### config.mk
export PLATFORM = sky130hd
export DESIGN_NAME = block_lane_serializer
export DESIGN_NICKNAME = d
export VERILOG_FILES = /design/src/rtl/crypto_stream_pkg.sv /design/src/rtl/block_lane_serializer_lane_select.sv /design/src/rtl/block_lane_serializer.sv
export SDC_FILE = /design/constraint.sdc
export NUM_CORES = 1
export LEC_CHECK = 0
export BUFFER_PORTS_ARGS = -buffer_cell sky130_fd_sc_hd__clkbuf_2
export CORE_ASPECT_RATIO = 1.25
export CORE_MARGIN = 2
export CORE_UTILIZATION = 59
export DETAILED_ROUTE_END_ITERATION = 8
export GPL_ROUTABILITY_DRIVEN = 0
export MAX_ROUTING_LAYER = met4
export PLACE_DENSITY_LB_ADDON = 0.12
export REMOVE_ABC_BUFFERS = 1
export SLEW_MARGIN = 30
export SYNTH_ARGS = -nofsm -noshare
export SYNTH_HDL_FRONTEND = slang
export SYNTH_SLANG_ARGS = --single-unit
export TNS_END_PERCENT = 100
### constraint.sdc
create_clock -name clk -period 8.6 [get_ports clk]
set_input_delay 0.43 -clock clk [delete_from_list [all_inputs] [get_ports clk]]
set_output_delay 0.43 -clock clk [all_outputs]
set_load 0.02 [all_outputs]
### src/rtl/crypto_stream_pkg.sv
// Shared types and sizing helpers for the block/lane streaming blocks.
package crypto_stream_pkg;

  localparam int DEF_BLOCK_W = 128;
  localparam int DEF_LANE_W  = 8;

  function automatic int lanes_of(input int block_w, input int lane_w);
    return block_w / lane_w;
  endfunction

  function automatic int cnt_w_of(input int block_w, input int lane_w);
    return $clog2(block_w / lane_w);
  endfunction

  typedef enum logic {
    ORDER_LSB_FIRST = 1'b0,
    ORDER_MSB_FIRST = 1'b1
  } lane_order_t;

  typedef enum logic {
    IDLE = 1'b0,
    SEND = 1'b1
  } state_t;

endpackage

### src/rtl/block_lane_serializer_lane_select.sv
// Combinational lane mux: returns lane idx_i of a block, lane 0 being the LSBs.
module lane_select #(
  parameter int BLOCK_W = 128,
  parameter int LANE_W  = 8,
  parameter int CNT_W   = 4
) (
  input  logic [BLOCK_W-1:0] block_i,
  input  logic [CNT_W-1:0]   idx_i,
  output logic [LANE_W-1:0]  lane_o
);

  localparam int N_LANES = BLOCK_W / LANE_W;

  always_comb begin
    lane_o = '0;
    for (int i = 0; i < N_LANES; i++) begin
      if (idx_i == CNT_W'(i)) lane_o = block_i[i*LANE_W +: LANE_W];
    end
  end

endmodule

### src/rtl/block_lane_serializer.sv
// Serialises one BLOCK_W-bit block into LANE_W-bit lanes, LSB- or MSB-lane first.
// in_ready depends combinationally on out_ready and abort so blocks chain without a bubble.
module block_lane_serializer
  import crypto_stream_pkg::*;
#(
  parameter int BLOCK_W = DEF_BLOCK_W,
  parameter int LANE_W  = DEF_LANE_W,
  parameter int CNT_W   = cnt_w_of(BLOCK_W, LANE_W)
) (
  input  logic               clk,
  input  logic               rst,
  input  logic               in_valid,
  output logic               in_ready,
  input  logic [BLOCK_W-1:0] in_data,
  input  logic               in_msb_first,
  input  logic               abort,
  output logic               out_valid,
  input  logic               out_ready,
  output logic [LANE_W-1:0]  out_data,
  output logic [CNT_W-1:0]   out_idx,
  output logic               out_last
);

  localparam int               N_LANES  = lanes_of(BLOCK_W, LANE_W);
  localparam logic [CNT_W-1:0] LAST_POS = CNT_W'(N_LANES - 1);

  state_t              state_q, state_d;
  logic [CNT_W-1:0]    pos_q, pos_d;
  logic [BLOCK_W-1:0]  held_q, held_d;
  lane_order_t         order_q, order_d;

  logic                accept;
  logic                lane_last;
  logic [CNT_W-1:0]    lane_k;

  assign accept = in_valid && in_ready;

  always_ff @(posedge clk or posedge rst) begin
    if (rst) begin
      state_q <= IDLE;
      pos_q   <= '0;
      held_q  <= '0;
      order_q <= ORDER_LSB_FIRST;
    end else begin
      state_q <= state_d;
      pos_q   <= pos_d;
      held_q  <= held_d;
      order_q <= order_d;
    end
  end

  // Abort wins over completion and accept; the lane on the bus is not counted as consumed.
  always_comb begin
    state_d = state_q;
    pos_d   = pos_q;
    held_d  = held_q;
    order_d = order_q;
    if (abort) begin
      state_d = IDLE;
      pos_d   = '0;
    end else begin
      case (state_q)
        IDLE: begin
          if (accept) begin
            state_d = SEND;
            pos_d   = '0;
            held_d  = in_data;
            order_d = lane_order_t'(in_msb_first);
          end
        end
        SEND: begin
          if (out_ready) begin
            if (lane_last) begin
              if (accept) begin
                state_d = SEND;
                pos_d   = '0;
                held_d  = in_data;
                order_d = lane_order_t'(in_msb_first);
              end else begin
                state_d = IDLE;
                pos_d   = '0;
              end
            end else begin
              pos_d = pos_q + 1'b1;
            end
          end
        end
        default: state_d = IDLE;
      endcase
    end
  end

  // out_idx reports the lane number, not the emission position.
  always_comb begin
    lane_last = (state_q == SEND) && (pos_q == LAST_POS);
    lane_k    = (order_q == ORDER_MSB_FIRST) ? (LAST_POS - pos_q) : pos_q;
    out_valid = (state_q == SEND);
    out_last  = lane_last;
    out_idx   = lane_k;
    if (rst || abort)         in_ready = 1'b0;
    else if (state_q == IDLE) in_ready = 1'b1;
    else                      in_ready = lane_last && out_ready;
  end

  lane_select #(
    .BLOCK_W (BLOCK_W),
    .LANE_W  (LANE_W),
    .CNT_W   (CNT_W)
  ) u_lane_select (
    .block_i (held_q),
    .idx_i   (lane_k),
    .lane_o  (out_data)
  );

endmodule

Yosys cells after proc, flatten, opt, wreduce, memory -nomap -nowiden
Index checks and enable logic that the tools add are counted.
{ "op_classes": {"reduce_logical": 7, "add_sub_neg": 2, "n_bitwise": 2, "muxes": 37, "eq_ne": 20} }
{ "ops": {"columns": ["operator", "n"], "rows": [
  ["$mux W128", 3],
  ["$pmux W128 S2", 1],
  ["$mux W8", 16],
  ["$eq A4 B4 Y1 const B", 9],
  ["$mux W4", 5],
  ["$eq A4 B3 Y1 const B", 4],
  ["$mux W1", 9],
  ["$eq A4 B2 Y1 const B", 2],
  ["$pmux W4 S2", 1],
  ["$ne A3 B3 Y1 const B", 2],
  ["$add A4 B1 Y4 const B", 1],
  ["$eq A4 B1 Y1 const B", 1],
  ["$logic_not A4 Y1", 1],
  ["$ne A2 B2 Y1 const B", 2],
  ["$pmux W1 S2", 2],
  ["$sub A4 B4 Y4 const A", 1],
  ["$logic_and A1 B1 Y1", 3],
  ["$reduce_and A3 Y1", 1],
  ["$not A1 Y1", 2],
  ["$reduce_and A2 Y1", 1],
  ["$logic_or A1 B1 Y1", 1]
]} }
{ "totals": {"wordCells": 72, "reg_bits": 134} }

Longest topological paths before layout
Gate-level depths: netlist of the first run.
{ "depth": {"word_depth": 19, "depth_mapped": 9, "ltp_nobuf": 6} }

By module
Synthesis of the first run repeated with hierarchy kept, for this count alone.
{ "hier_totals": {"hier_cells": 482, "area_unflattened_um2": 6999.2} }
{ "modules_own_cells": {"columns": ["mod", "area_per_inst_um2", "n_inst", "cells_per_inst"], "rows": [
  ["block_lane_serializer", 5667.9, 1, 310],
  ["lane_select", 1331.3, 1, 172]
]} }

Least setup slack after synthesis of the first run
OpenSTA, ideal clock, no wires.
{ "synth_timing": {"path_type": "reg2out", "start": "register pos_q[0]", "end": "output port out_data[0]", "path_slack_ns": 6.237, "t_required_ns": 8.170, "path_stages_with_launch": 7, "t_arrival_ns": 1.933, "cell_sequence": "dfrtp_1 > buf_4 > or3b_4 > o22ai_2 > buf_2 > a22oi_1 > a31oi_1"} }
{ "synth_between": {"elab_chain_cells": 19, "word_cells_on_any_way": 34} }
{ "synth_rtl": {"columns": ["item", "line", "source"], "rows": [
  ["start: declaration", "block_lane_serializer.sv:28", "logic [CNT_W-1:0] pos_q, pos_d;"],
  ["start signal: assignment", "block_lane_serializer.sv:46", "pos_q <= pos_d;"],
  ["$sub A4 B4 Y4", "block_lane_serializer.sv:96", "lane_k = (order_q == ORDER_MSB_FIRST) ? (LAST_POS - pos_q) : pos_q;"],
  ["$mux W4 (*)", "block_lane_serializer.sv:96", null],
  ["$logic_not A4 Y1", "block_lane_serializer_lane_select.sv:17", "if (idx_i == CNT_W'(i)) lane_o = block_i[i*LANE_W +: LANE_W];"],
  ["$mux W8 (15 in series)", "block_lane_serializer_lane_select.sv:17", null],
  ["$mux W8 (*)", "block_lane_serializer_lane_select.sv:17", null],
  ["end: declaration", "block_lane_serializer.sv:19", "output logic [LANE_W-1:0] out_data,"]
]} }
Every way passes the cells marked *; elsewhere a longest branch is shown, timed or not.

Final worst setup path of the first run
{ "layout_timing": {"start": "register order_q", "end": "output port out_data[1]"} }
{ "layout_between": {"elab_chain_cells": 18, "word_cells_on_any_way": 33} }
{ "layout_rtl": {"columns": ["item", "line", "source"], "rows": [
  ["start: declaration", "block_lane_serializer.sv:30", "lane_order_t order_q, order_d;"],
  ["start signal: assignment", "block_lane_serializer.sv:48", "order_q <= order_d;"],
  ["$mux W4 (*)", "block_lane_serializer.sv:96", null],
  ["$logic_not A4 Y1", "block_lane_serializer_lane_select.sv:17", null],
  ["$mux W8 (15 in series)", "block_lane_serializer_lane_select.sv:17", null],
  ["$mux W8 (*)", "block_lane_serializer_lane_select.sv:17", null]
]} }
Marks and branches as above.

==> results of run 1 <==
## synth_stat cells, drive strengths merged, types with 2 or more instances
master / count / area, µm²
o21ai: 29 / 145
o31ai: 3 / 41.3
and2: 2 / 12.5
inv: 8 / 30.0
o22a: 9 / 87.6
nor3: 11 / 55.1
nor2b: 3 / 18.8
dfrtp: 134 / 3350
or3b: 3 / 31.3
nand2b: 12 / 77.6
o211ai: 6 / 45.0
nor2: 25 / 93.8
clkbuf: 3 / 11.3
a211oi: 2 / 20.0
buf: 36 / 230
nor4: 2 / 12.5
or2: 3 / 18.8
a31oi: 6 / 37.5
a22oi: 8 / 60.1
a221o: 13 / 130
nand4: 2 / 12.5
nand2: 21 / 83.8
nand3: 9 / 45.0
o21a: 6 / 45.0
a221oi: 6 / 58.8
a21oi: 42 / 210
o22ai: 18 / 170
mux2i: 3 / 30.0
a211o: 6 / 52.6
mux2: 133 / 1500
o221ai: 6 / 52.6
nand3b: 3 / 26.3
o32ai: 2 / 25.0
## power by group through the flow
stage	Combinational [mW]	Clock, mW	Sequential (mW)
after floorplan	0.250	0	0.822
after global placement	0.332	0	0.843
after detailed placement	0.346	0	0.852
after CTS	0.351	0.867	0.842
after global routing	0.378	0.900	0.858
final	0.348	0.856	0.843
## per-stage QoR
step / instance area (µm²) / util / cells / hold slack, ns / power (mW)
finish: 8300 / 0.722 / 864 / 0.121 / 2.05
global route: 8300 / 0.722 / 864 / 0.167 / 2.14
CTS: 8300 / 0.721 / 864 / 0.142 / 2.06
detailed placement: 7600 / 0.660 / 832 / 0.477 / 1.20
global placement: 7590 / 0.660 / 832 / 0.464 / 1.18
floorplan: 6650 / - / 543 / 0.453 / 1.07
## worst max-delay path by stage
stage,start,to,slack (ns),cells past startpoint
2_1_floorplan,pos_q[0],held_q[100],3.13,5
3_3_place_gp,pos_q[0],held_q[115],4.77,6
3_5_place_dp,pos_q[0],held_q[79],4.65,6
4_1_cts,pos_q[0],held_q[114],4.64,6
5_1_grt,order_q,out_data[1],4.67,7
6_report,order_q,out_data[1],4.91,7
## flip-flops by register name (all words and copies together) (netlist names)
register and count:
held_q 128, order_q 1, out_valid 1, pos_q 4
## kinds of logic after synthesis
logic type,count (synthesis),share of synthesized area
AOI/OAI and AO/OA,163,0.173
buffers and inverters,48,0.0399
xor gates and xnor gates,1,0.00399
and+or+nand+nor,99,0.0739
DFF,134,0.486
muxes,136,0.222
adders and majority gates,1,0.00181
## area by class of cell
cell class                 instances  area share
timing repair buffer             151      0.0928
clock inverter                    14      0.0324
tap                              138      0.0208
sequential                       134       0.404
multi-input combinational        400       0.394
inverter                           9     0.00437
clock buffer                      18      0.0517
## per-layer routing
metal	up-vias	GRT usage	share of wire
met3	29	0.0572	0.055
li1	2458	-	-
met4	0	0.0878	0.018
met1	2606	0.352	0.42
met5	-	-	0
met2	186	0.451	0.51
## critical path, stage by stage (launching register included)
cell	delay, ns
dfrtp_1	0.93
or2_1	0.46
o22ai_2	0.23
a22oi_1	0.25
o221ai_1	0.15
a221o_1	0.33
a211o_1	0.33
clkbuf_2	0.17
==> results.toml, run 1 <==
[logic_synthesis]
async_reset_ff_frac = 1.00
postSynthAreaPerCell_um2 = 11.8
ys_seq_area_frac = 0.486
synth_cells = 582
synth-edff-count = 0
syn-cell-area_um2 = 6900
synth_flop_cell = "dfrtp_1"
synth-seq-cells = 134
ys_types = 56
yosysWarnings = 0

[pwr]
p_switching_mw = 0.527
vdd_ir_drop_max_v = 0.000134
p_int_mw = 1.52
power_frac_seq = 0.412
switching_share = 0.257
p_leak_nw = 3.58
p_clk_frac = 0.418
power_frac_comb = 0.170
pwr_density_cell_nw_per_um2 = 247

[final_layout]
area_growth_pct = 20.4
multiInputGateArea_um2 = 3270
nFillCells = 844
n_antenna_cell = 0
drive_gt1_frac = 0.446
regArea_um2 = 3350
final_nets = 848
most-common-layout-cells = "clkbuf_2, dfrtp_1, mux2_2"
final_common_cell = "clkbuf_2"

[critical_path]
reg2reg_depth = 6
r2r_slack_ns = 4.99
crit_path_end_kind = "output port"
worstSetupPathType = "register to output port"
crit_required_ns = 8.17
crit_arrival_ns = 3.26
startpoint_type = "register"
reg2reg_to = "held_q[15]"
r2r-start = "pos_q[1]"
cp_max_fo = 25

[sta]
setup_slack_ns = 4.91
drv_slew = 0
fin_skew_ns = 0.0105
rsz0062_at_grt = "false"
worstMarginPinSlew_ns = 0.926
fmax_mhz = 271
hold_violations = 0
slew_headroom = 0.382
period_needed_ns = 3.69
fin_setup_tns_ns = 0
setup_viol = 0
finalCritPeriodShare = 0.430

[placed_design]
pre_cts_ws_ns = 4.65
dpl.hpwl_mm = 11.6
numPortBuffers = 148

[grt]
grt_max_degree = 87
grtUsageTotal = 0.279
grt_pass1_vias = 5314
grt_pass1_wl_mm = 26.2
grt_overflow_total = 0
antenna_found_initial = 0

[clock_network]
h-tree-depth = 4
cts_buffers = 17
hold_buffers = 0
cts_buffer_depth = 2
path_clk_slew_ns = 0.06
postCtsSetupRepairBufs = 0
cts.sinks = 134
clk_latency_ns = 0.41
root_buffer = "clkbuf_16"
cts_resized = 0
cts_tree = "built"

[run]
maxCapViolCount = 0

[routing]
dr.pass1.iters = 5
detail_route.iter0.violations = 317
vias = 5279
post_drt_wl_per_cell_um = 19.2
routed_wl_mm = 16.6
route.detailed.drc = 0
ant_nets = 0
viasPerCell = 6.11

[die]
die_height_um = 125
ios = 149
core_um2 = 11500
rows = 44
die_area_um2 = 12600
start_util = 0.599
dieWidth_um = 101

[outcome]
outcome = "complete, no violations"

[min_path]
hp-class = "input pin to async pin"
Power figures use the tool's default switching activity.
==> run 2: changes to the inputs <==
- CORE_UTILIZATION: 59 -> 50
- clock period: 8.6 -> 3.1 ns (I/O delays scaled with it)
==> run 2 against run 1 <==
  * Core utilization shrank 0.67 points
  * Sequential power grew to 2.7 times the previous value
  * Power grew to 2.7 times the previous value
  * Sequential share of layout area shrank 5.9 points
  * Worst hold slack lost 0.12 ns
  * Register-to-register slack lost 4.3 ns
  * Worst setup slack lost 4.8 ns
  * Die area grew 17%
  * Clock skew shrank 0.0049 ns
  * Cell area grew 17%
  * Flip-flop and latch count is the same
  * Non-clock buffer count grew 145
==> results.toml, run 2 (synthesized netlist as in run 1, its figures left out) <==
[sta]
period_needed_ns = 2.96
finalCritPeriodShare = 0.956
hold_violations = 0
worstMarginPinSlew_ns = 0.793
drv_slew = 0
slew_headroom = 0.472
rsz0062_at_grt = "false"
hold_ws_ns = 0.00510
fin_skew_ns = 0.00561
setup_viol = 0
fmax_mhz = 338

[placed_design]
place_inst = 884
numPortBuffers = 148
dpl.hpwl_mm = 12.5

[critical_path]
cp_max_fo = 17
worstSetupPathType = "register to output port"
startpoint_type = "register"
crit_required_ns = 2.94
r2r_slack_ns = 0.65
crit_arrival_ns = 2.81
crit_path_end_kind = "output port"

[pwr]
p_total_mw = 5.60
power_frac_comb = 0.204
p_switching_mw = 1.48
switching_share = 0.264
p_int_mw = 4.12
p_leak_nw = 4.19
p_clk_frac = 0.383
pwr_density_cell_nw_per_um2 = 574
power_frac_seq = 0.413
vdd_ir_drop_max_v = 0.000359

[die]
start_util = 0.506
dieWidth_um = 109
ios = 149
die_area_um2 = 14800
core_um2 = 13600
die_height_um = 135
rows = 48

[final_layout]
fin_util = 0.715
stdcell_count = 1046
n_antenna_cell = 0
reg.largest.list = "held_q x128, pos_q x4"
drive_gt1_frac = 0.398
largest_reg_flops = 128
final_common_cell = "clkbuf_2"
area_growth_pct = 41.3
largest_register = "held_q"
most-common-layout-cells = "clkbuf_2, dfrtp_1, dlygate4sd3_1"
final_nets = 993

[clock_network]
cts.sinks = 134
cts_buffer_depth = 2
path_clk_slew_ns = 0.06
cts_tree = "built"
postCtsSetupRepairBufs = 0
root_buffer = "clkbuf_16"
h-tree-depth = 4
cts_buffers = 17
clk_latency_ns = 0.43

[routing]
viasPerCell = 5.59
route.detailed.drc = 0
routed_wl_mm = 18.6
ant_nets = 0
vias = 5843
dr.pass1.iters = 5
post_drt_wl_per_cell_um = 17.8
detail_route.iter0.violations = 322

[grt]
antenna_found_initial = 0
grt_pass1_vias = 5902
grt_overflow_total = 0
grt_pass1_wl_mm = 29.1
grtUsageTotal = 0.266
grt_max_degree = 80

[min_path]
hp-class = "input pin to register"

[outcome]
outcome = "complete, no violations"

[run]
maxCapViolCount = 0
==> run 2: cell count changes in the layout (fill, tap and decap cells not counted), sizes merged <==
cell,previous run,this run
dlygate4sd3,0,130
clkbuf,166,167
buf,3,18
inv,12,9
bufinv,7,4
clkinv,2,7
==> run 2: what timing repair did <==
item / in CTS / in global routing
hold buffers: 130 / 0
gates resized for setup: 2 / 7
setup endpoints to repair: 7 / 7
hold endpoints to repair: 189 / 0
==> run 2: final cells by class <==
| class | count | area (µm²) |
|---|---|---|
| Inverter | 9 | 36.3 |
| Clock buffer | 19 | 453 |
| Sequential cell | 134 | 3360 |
| Clock inverter | 13 | 178 |
| Timing Repair Buffer | 296 | 2210 |
| Multi-Input combinational cell | 400 | 3290 |
| Tap cell | 175 | 219 |
| Fill cell | 984 | 3890 |
==> run 2: critical path, stage by stage, from the launching register on <==
cell,delay [ns]
dfrtp_2,0.53
buf_4,0.24
or3b_4,0.45
o22ai_1,0.22
a221oi_1,0.15
o31a_1,0.15
o31ai_2,0.28
a221o_1,0.19
clkbuf_2,0.19
==> run 2: worst paths after layout <==
path                         startpoint           to  cells past startpoint
min reg2reg                  held_q[13]   held_q[13]                      1
min                        in_msb_first      order_q                      2
max reg2reg                    pos_q[0]   held_q[57]                      6
max in group asynchronous           rst  held_q[123]                      4
min in group asynchronous           rst     pos_q[1]                      3
max                            pos_q[2]  out_data[6]                      8
==> run 2: per-layer routing <==
metal | vias to the layer above | global-route usage | part of all wire
li1 | 2746 | - | -
met1 | 2857 | 0.321 | 0.42
met2 | 197 | 0.436 | 0.50
met3 | 43 | 0.0481 | 0.048
met4 | 0 | 0.115 | 0.028
met5 | - | - | 0
==> run 2: power groups by stage <==
stage                     registers (mW)  clock network [mW]  logic, mW
final                               2.31                2.14       1.14
after global routing                2.35                2.24       1.23
after CTS                           2.31                2.17       1.14
after detailed placement            2.34                   0       1.00
after global placement              2.32                   0      0.972
after floorplan                     2.28                   0      0.695
==> run 2: stage by stage <==
step | area, µm² | setup slack [ns] | setup TNS, ns
floorplan | 6650 | -2.37 | -390.93
global placement | 7790 | 0.402 | 0
detailed placement | 7790 | 0.341 | 0
CTS | 9730 | 0.0292 | 0
global route | 9750 | 0.00475 | 0
finish | 9750 | 0.138 | 0
==> run 3: changes to the inputs <==
- ABC_AREA: unset -> 1
- CORE_UTILIZATION: 50 -> 49
==> run 3 against run 2 <==
  * Flip-flop and latch count unchanged
  * Worst hold slack better by 0.020 ns
  * Sequential share of layout area is 2.1 points higher
  * Largest cell class unchanged
  * Routed wire length fell by 0.22%
==> results.toml, run 3 <==
[outcome]
outcome = "complete, no violations"

[critical_path]
crit_required_ns = 2.94
reg2reg_to = "held_q[65]"
worstSetupPathType = "register to output port"
crit_arrival_ns = 2.65
r2r-start = "pos_q[0]"
startpoint_type = "register"
crit_path_end_kind = "output port"
r2r_slack_ns = 0.84
reg2reg_depth = 12
cp_max_fo = 7

[routing]
dr.pass1.iters = 5
ant_nets = 0
routed_wl_mm = 18.6
detail_route.iter0.violations = 331
viasPerCell = 4.82
post_drt_wl_per_cell_um = 14.1
vias = 6362
route.detailed.drc = 0

[pwr]
p_total_mw = 5.65
p_leak_nw = 4.90
vdd_ir_drop_max_v = 0.000371
pwr_density_cell_nw_per_um2 = 616

[placed_design]
numPortBuffers = 148
place_inst = 1157
dpl.hpwl_mm = 11.4
pre_cts_ws_ns = 0.734

[grt]
grt_pass1_wl_mm = 30.9
grt_overflow_total = 0
grtUsageTotal = 0.288
grt_max_degree = 102
grt_pass1_vias = 6521
antenna_found_initial = 0

[clock_network]
h-tree-depth = 4
cts.sinks = 134
cts_tree = "built"
cts_resized = 0
clk_latency_ns = 0.42
cts_buffer_depth = 2
path_clk_slew_ns = 0.05
root_buffer = "clkbuf_16"
cts_buffers = 17

[logic_synthesis]
post-synth-top-count-cell = "nand2_1"
synth_flop_cell = "dfrtp_1"
syn-cell-area_um2 = 6410
synth_common_cells = "nand2_1, dfrtp_1, inv_1"
ys_seq_area_frac = 0.523
synth_area_leader_cell = "dfrtp_1"
postSynthAreaPerCell_um2 = 7.45
async_reset_ff_frac = 1.00
synth_top_area_share = 0.523
synthTopCellsByArea = "dfrtp_1, nand2_1, inv_1"
ys_types = 29
yosysWarnings = 0
synth_cells = 861
synth-seq-cells = 134
synth-edff-count = 0

[final_layout]
largest_register = "held_q"
final_nets = 1273
stdcell_count = 1319
largest_reg_flops = 128
reg.largest.list = "held_q x128, pos_q x4"
final_common_cell = "nand2_1"
fin_util = 0.721
n_antenna_cell = 0
most-common-layout-cells = "nand2_1, clkbuf_2, dfrtp_1"
drive_gt1_frac = 0.189
area_growth_pct = 42.9
nFillCells = 1001

[sta]
fmax_mhz = 356
finalCritPeriodShare = 0.906
setup_viol = 0
hold_ws_ns = 0.0252
rsz0062_at_grt = "false"
slew_headroom = 0.573
setup_slack_ns = 0.293
period_needed_ns = 2.81
hold_violations = 0
worstMarginPinSlew_ns = 0.640
drv_slew = 0
fin_skew_ns = 0.00567

[run]
maxCapViolCount = 0

[min_path]
hp-class = "input pin to register"
hold_path.startpoint = "abort"
whs_endpoint = "out_valid"
hold_path_depth = 4

[die]
dieWidth_um = 106
core_um2 = 12700
die_height_um = 132
rows = 46
ios = 149
die_area_um2 = 14000
start_util = 0.504
[run 3: metal layers]
metal  global-route usage  up-vias  part of all wire
li1                     -     3195                 -
met1                0.345     2939              0.42
met2                0.484      185              0.50
met3               0.0598       43             0.048
met4               0.0936        0             0.026
met5                    -        -                 0
[run 3: report_power, final]
| part | internal [mW] | switching (mW) |
|---|---|---|
| Sequential | 2.13 | 0.201 |
| Clock | 1.07 | 0.729 |
| Combinational | 0.587 | 0.932 |
| Total | 3.79 | 1.86 |
[run 3: worst max path at each step]
stage,startpoint,end,slack (ns),cells after the start
2_1_floorplan,rst,held_q[17],-2.97,6
3_3_place_gp,order_q,out_data[1],0.77,14
3_5_place_dp,order_q,out_data[1],0.73,14
4_1_cts,order_q,out_data[1],0.27,14
5_1_grt,order_q,out_data[4],0.006,14
6_report,order_q,out_data[7],0.29,14
[run 3: area by class of cell]
cell class	instances	area, µm²	area share
Multi-Input combinational cell	636	2680	0.293
Clock inverter	10	55.1	0.00601
Timing Repair Buffer	288	2150	0.235
Sequential cell	134	3350	0.366
Inverter	61	236	0.0258
Clock buffer	22	474	0.0517
Tap cell	168	210	0.0229
[run 3: logic make-up (layout without fill, tap and decap cells)]
logic type | count (synthesis) | after routing | share of synthesized area
simple gates | 602 | 602 | 0.389
flops | 134 | 134 | 0.523
compound gates | 32 | 32 | 0.0256
xor+xnor | 1 | 1 | 0.00137
fa+ha+maj | 1 | 1 | 0.00195
buf+inv | 91 | 381 | 0.0595
[run 3: per-stage QoR]
stage          setup TNS (ns)  instance area [µm²]
2_1_floorplan         -471.31                 6260
3_3_place_gp                0                 7340
3_5_place_dp                0                 7340
4_1_cts                     0                 9170
5_1_grt                     0                 9170
6_report                    0                 9170
[run 3: repair_timing]
action                                 CTS  global route
hold buffers                           130             0
buffers inserted                         0             0
endpoints found under the hold margin  164             0
[run 3: worst max-delay path, stage by stage, from the launching register on]
cell and delay (ns):
dfrtp_1 0.44, inv_2 0.14, nand2_1 0.06, nand2_1 0.15, nand2_2 0.15, nor3_2 0.49
nand2_1 0.10, nand4_1 0.12, nand2_1 0.07, nand4_1 0.09, nor2_1 0.05, nand4_1 0.07
nand2_1 0.06, nand2_1 0.07, clkbuf_2 0.17
